`src/rtl/polyphonic_player.sv`:
```
// Polyphonic clip player: mixes NUM_VOICES linearly interpolated voices from a
// shared clip memory into one saturated 16-bit sample per sample_tick.
module polyphonic_player #(
  parameter int CLIP_LEN   = 1024,
  parameter int NUM_VOICES = 4,
  parameter int FRAC_BITS  = 8,
  parameter int IDX_W      = $clog2(CLIP_LEN),
  parameter int PH_W       = IDX_W + FRAC_BITS
) (
  input  logic                          mclk,
  input  logic                          rst,
  input  logic                          sample_tick,
  input  logic                          cfg_valid,
  output logic                          cfg_ready,
  input  logic [$clog2(NUM_VOICES)-1:0] cfg_voice,
  input  logic [PH_W-1:0]               cfg_inc,
  input  logic                          cfg_loop,
  input  logic                          cfg_gate,
  output logic [IDX_W-1:0]              mem_addr,
  input  logic signed [15:0]            mem_data,
  output logic signed [15:0]            player_sample,
  output logic                          valid,
  output logic [NUM_VOICES-1:0]         voice_active,
  output logic                          overrun
);

  localparam int VW     = $clog2(NUM_VOICES);
  localparam int ACC_W  = 16 + VW + 1;
  localparam int PROD_W = 17 + FRAC_BITS + 1;
  localparam logic signed [ACC_W-1:0] SAT_MAX = ACC_W'(32767);
  localparam logic signed [ACC_W-1:0] SAT_MIN = ACC_W'(-32768);

  typedef enum logic [2:0] {IDLE, RD0, RD1, MAC, OUT} state_e;

  state_e                         state_q, state_d;
  logic [VW-1:0]                  v_q, v_d;
  logic signed [ACC_W-1:0]        acc_q, acc_d;
  logic signed [15:0]             s0_q, s0_d;
  logic signed [15:0]             sample_q, sample_d;
  logic                           overrun_q, overrun_d;
  logic [NUM_VOICES-1:0][PH_W-1:0] phase_q, phase_d;
  logic [NUM_VOICES-1:0][PH_W-1:0] inc_q, inc_d;
  logic [NUM_VOICES-1:0]          loop_q, loop_d;
  logic [NUM_VOICES-1:0]          active_q, active_d;

  logic [PH_W-1:0]                curPhase;
  logic [IDX_W-1:0]               idx, idxNext;
  logic [FRAC_BITS-1:0]           frac;
  logic signed [16:0]             diff;
  logic signed [PROD_W-1:0]       prod, shifted;
  logic signed [ACC_W-1:0]        interp;
  logic [PH_W:0]                  phaseSum;

  function automatic logic signed [15:0] saturate(input logic signed [ACC_W-1:0] a);
    if (a > SAT_MAX) return 16'h7fff;
    if (a < SAT_MIN) return 16'h8000;
    return a[15:0];
  endfunction

  // Datapath for the voice currently addressed by v_q.
  always_comb begin
    curPhase = phase_q[v_q];
    idx      = curPhase[PH_W-1:FRAC_BITS];
    frac     = curPhase[FRAC_BITS-1:0];
    if (idx == IDX_W'(CLIP_LEN - 1)) idxNext = loop_q[v_q] ? '0 : idx;
    else                             idxNext = idx + 1'b1;
    diff     = {mem_data[15], mem_data} - {s0_q[15], s0_q};
    prod     = PROD_W'(diff) * PROD_W'($signed({1'b0, frac}));
    shifted  = prod >>> FRAC_BITS;
    interp   = ACC_W'(s0_q) + ACC_W'(shifted);
    phaseSum = {1'b0, curPhase} + {1'b0, inc_q[v_q]};
  end

  always_comb begin
    state_d   = state_q;
    v_d       = v_q;
    acc_d     = acc_q;
    s0_d      = s0_q;
    sample_d  = sample_q;
    overrun_d = overrun_q;
    phase_d   = phase_q;
    inc_d     = inc_q;
    loop_d    = loop_q;
    active_d  = active_q;
    mem_addr  = '0;
    valid     = 1'b0;
    cfg_ready = 1'b0;
    if (sample_tick && state_q != IDLE) overrun_d = 1'b1;
    case (state_q)
      IDLE: begin
        cfg_ready = 1'b1;
        if (cfg_valid) begin
          inc_d[cfg_voice]    = cfg_inc;
          loop_d[cfg_voice]   = cfg_loop;
          active_d[cfg_voice] = cfg_gate;
          if (cfg_gate) phase_d[cfg_voice] = '0;
        end
        if (sample_tick) begin
          acc_d   = '0;
          v_d     = '0;
          state_d = RD0;
        end
      end
      RD0: begin
        mem_addr = idx;
        state_d  = RD1;
      end
      RD1: begin
        mem_addr = idxNext;
        s0_d     = mem_data;
        state_d  = MAC;
      end
      MAC: begin
        if (active_q[v_q]) begin
          acc_d = acc_q + interp;
          if (loop_q[v_q]) begin
            phase_d[v_q] = phaseSum[PH_W-1:0];
          end else if (phaseSum[PH_W]) begin
            active_d[v_q] = 1'b0;
            phase_d[v_q]  = '0;
          end else begin
            phase_d[v_q] = phaseSum[PH_W-1:0];
          end
        end
        // The result is latched as OUT is entered so it lines up with valid.
        if (v_q == VW'(NUM_VOICES - 1)) begin
          sample_d = saturate(acc_d);
          state_d  = OUT;
        end else begin
          v_d     = v_q + 1'b1;
          state_d = RD0;
        end
      end
      OUT: begin
        valid   = 1'b1;
        state_d = IDLE;
      end
      default: state_d = IDLE;
    endcase
  end

  always_ff @(posedge mclk) begin
    if (rst) begin
      state_q   <= IDLE;
      v_q       <= '0;
      acc_q     <= '0;
      s0_q      <= '0;
      sample_q  <= '0;
      overrun_q <= 1'b0;
      phase_q   <= '0;
      inc_q     <= '0;
      loop_q    <= '0;
      active_q  <= '0;
    end else begin
      state_q   <= state_d;
      v_q       <= v_d;
      acc_q     <= acc_d;
      s0_q      <= s0_d;
      sample_q  <= sample_d;
      overrun_q <= overrun_d;
      phase_q   <= phase_d;
      inc_q     <= inc_d;
      loop_q    <= loop_d;
      active_q  <= active_d;
    end
  end

  assign player_sample = sample_q;
  assign voice_active  = active_q;
  assign overrun       = overrun_q;

endmodule

```
`config.mk`:
```
export PLATFORM = sky130hd
export DESIGN_NAME = polyphonic_player
export DESIGN_NICKNAME = d
export VERILOG_FILES = /design/src/rtl/polyphonic_player.sv
export SDC_FILE = /design/constraint.sdc
export NUM_CORES = 1
export LEC_CHECK = 0
export ABC_CLOCK_PERIOD_IN_PS = 17090
export CAP_MARGIN = 40
export CORE_MARGIN = 2
export CORE_UTILIZATION = 48
export DETAILED_ROUTE_END_ITERATION = 12
export MAX_ROUTING_LAYER = met4
export PLACE_DENSITY = 0.62
export SKIP_CTS_REPAIR_TIMING = 1
export SYNTH_ARGS = -nofsm -noshare
export SYNTH_HDL_FRONTEND = slang
export SYNTH_SLANG_ARGS = --single-unit
```
`constraint.sdc`:
```
create_clock -name mclk -period 17.09 [get_ports mclk]
set_input_delay 5.127 -clock mclk [delete_from_list [all_inputs] [get_ports mclk]]
set_output_delay 5.127 -clock mclk [all_outputs]
set_load 0.01 [all_outputs]
```
==> results.sh <==
export IMPL_status="finished clean"
export IMPL_port_buffers=74
export IMPL_hold_worst_slack_ns=0.4501
export IMPL_reg2reg_slack_ns=6.30
export IMPL_fin_cells=2461
export IMPL_drc=0
export IMPL_wl_met2_microns=22190
export IMPL_drive_gt1_share_pct=6.806
export IMPL_syn_to_final_growth_pct=12.79
export IMPL_yosysUniqueCellTypes=66
export IMPL_netlist_instances=1957
export IMPL_cts_tree="done"
export IMPL_ant_nets=0
export IMPL_cp_start_kind="input pin"
export IMPL_setup_viol=0
export IMPL_vias=13750
export IMPL_route_met3_wl_microns=1872
export IMPL_cp_max_fo=15
export IMPL_worst_slack_ns=1.690
export IMPL_start_util_pct=48.58
export IMPL_cp_arrival_ns=15.86
export IMPL_netlist_area_sq_um=16210
export IMPL_ys_seq_area_share_pct=25.81
export IMPL_io_pins=75
export IMPL_synth_common_cells="nand2_1, dfxtp_1, nor2_1, inv_1, a21oi_1"
export IMPL_maxCapViolations=0
export IMPL_grt_overflow=0
export IMPL_hold_depth=2
export IMPL_fmax_mhz=64.94
export IMPL_ys_warn_count=0
export IMPL_synth_avg_cell_area_sq_um=8.282
export IMPL_antenna_found_initial=0
export IMPL_synth_most_common_cell="nand2_1"
export IMPL_yosysTopAreaCell="dfxtp_1"
export IMPL_power_leakage_nw=7.724
export IMPL_place_congestion=0.8680
export IMPL_drtIter0Drc=837
export IMPL_powerDensity_nw_per_um2=73.95
export IMPL_max_slew_margin_pct=38.91
export IMPL_synth_nets=2232
export IMPL_min_from="inc_q[61]"
export IMPL_core_area_sq_um=33360
export IMPL_ys_flop_type="dfxtp_1"
export IMPL_grt_pass1_wl_microns=71930
export IMPL_peakVddDrop_mv=0.07076
export IMPL_dp_slack_ns=1.100
export IMPL_antennaDiodeCount=0
export IMPL_clk_latency_ns=0.54
export IMPL_grt_pass1_vias=13720
export IMPL_die_h_microns=187.8
export IMPL_drtPass1Iterations=5
export IMPL_synthTopCellsByArea="dfxtp_1, fa_1, ha_1"
export IMPL_cts_sink_count=209
export IMPL_routed_wl_microns=44360
export IMPL_slowest_delay_ns=0.61
export IMPL_hpwlAfterDp_microns=33580
export IMPL_grt_max_degree=85
export IMPL_fill_cells=3209
export IMPL_min_period_ns=15.40
export IMPL_critPathRequiredTime_ns=17.55
export IMPL_grtUsageTotal_pct=26.05
export IMPL_rsz0062_at_grt="no"
export IMPL_multiInputGateArea_sq_um=10970
export IMPL_cts_root_buf="clkbuf_16"
export IMPL_fin_util_pct=54.79
export IMPL_cts_made_buffers=23
export IMPL_regArea_sq_um=4187
export IMPL_placed_cells=2421
export IMPL_design_area_sq_um=18280
export IMPL_clkTransAtPathRegs_ns=0.06
export IMPL_synth_edf_count=0
export IMPL_end_kind="flip-flop"
export IMPL_min_to="inc_q[61]"
export IMPL_hold_path_class="flip-flop to flip-flop"
export IMPL_die_x_microns=187.8
export IMPL_clockBufferDepth=3
export IMPL_top_layer="met4"
export IMPL_h_tree_depth=1
export IMPL_placed_cell_area_sq_um=17500
export IMPL_wire_per_inst_microns=18.02
export IMPL_reg2reg_to="player_sample[1]"
export IMPL_fin_nets=2273
export IMPL_power_mw=1.352
export IMPL_drv_slew=0
export IMPL_met1Wirelength_microns=18410
export IMPL_skew_ns=0.02348
export IMPL_hold_viol_final=0
export IMPL_fin_crit_sh_pct=90.11
export IMPL_die_area_sq_um=35250
export IMPL_vias_per_cell=5.589
export IMPL_core_rowCount=67
export IMPL_reg2reg_from="s0_q[1]"
export IMPL_synth_top_area_share_pct=25.81
export IMPL_ys_ff_latch=209
export IMPL_ys_async_sr_fraction_pct=0
export IMPL_worst_slew_pin_slew_ns=0.9142
export IMPL_path_class="input pin to flip-flop"
export IMPL_reg2regPathDepth=43
export IMPL_fin_setup_tns_ns=0
export IMPL_crit_path_top_delay_cell="xnor2_1"
how the worst max path moves through the flow:
stage | start | endpoint | slack, ns | depth (start not counted)
2_1_floorplan | mem_data[0] | player_sample[5] | 2.87 | 41
3_3_place_gp | mem_data[0] | player_sample[0] | 1.29 | 45
3_5_place_dp | mem_data[2] | player_sample[1] | 1.10 | 42
4_1_cts | mem_data[0] | player_sample[1] | 1.66 | 44
5_1_grt | mem_data[0] | player_sample[1] | 0.60 | 44
6_report | mem_data[0] | player_sample[1] | 1.69 | 44
final cells by class:
| type | count | share of cell area [%] |
|---|---|---|
| clock buffers | 31 | 3.532 |
| inverters | 197 | 4.045 |
| clock inverters | 9 | 0.7597 |
| well taps | 448 | 3.066 |
| repair buffers | 101 | 5.681 |
| multi-input cells | 1466 | 60.02 |
| flip-flops and latches | 209 | 22.90 |
per-layer routing:
metal / up-vias / global-route usage [%]
li1: 6652 / -
met1: 6670 / 31.15
met2: 337 / 45.11
met3: 95 / 2.545
met4: 0 / 10.63
met5: - / -
power by group:
part | leakage [nW] | switching [mW] | internal (mW) | total (mW)
Combinational | 5.64 | 0.204 | 0.117 | 0.321
Sequential | 1.69 | 0.0101 | 0.499 | 0.510
Clock | 0.389 | 0.210 | 0.312 | 0.522
Total | 7.72 | 0.424 | 0.928 | 1.35
registers in the layout, summed over array words and instances, names as in the netlist:
name / count
loop_q: 4
phase_q: 72
voice_active: 4
player_sample: 16
state_q: 3
s0_q: 16
inc_q: 72
v_q: 2
overrun: 1
acc_q: 19
cell usage in the layout (no fill, tap or decap), drive strengths merged, types with 17 or more instances in the layout:
cell type      instances
clkdlybuf4s50         73
o21ai                 56
nand3                 31
a21oi                184
mux4                  33
nor3                  41
xor2                  21
and2                  24
buf                   28
nand2                341
ha                   106
inv                  199
fa                   127
xnor2                 34
clkbuf                31
a22oi                 60
nand2b                17
dfxtp                209
nor2                 206
critical path: cells and delay by family:
family                     cells  cell delay (ns)
AOI/OAI and AO/OA             19             4.03
buffers and inverters          5             0.68
adders and majority gates      9             3.91
xor gates and xnor gates       3             0.95
and+or+nand+nor                8             1.15
kinds of logic after synthesis:
family	Yosys count	synth area share [%]
buffers and inverters	282	6.677
AO/OA/AOI/OAI	406	15.56
multiplexers	61	6.423
adder cells (fa/ha/maj)	233	23.87
AND/OR/NAND/NOR	710	18.55
XOR/XNOR	56	3.111
flip-flops	209	25.81
No activity file was read; power rests on OpenSTA's default activity.
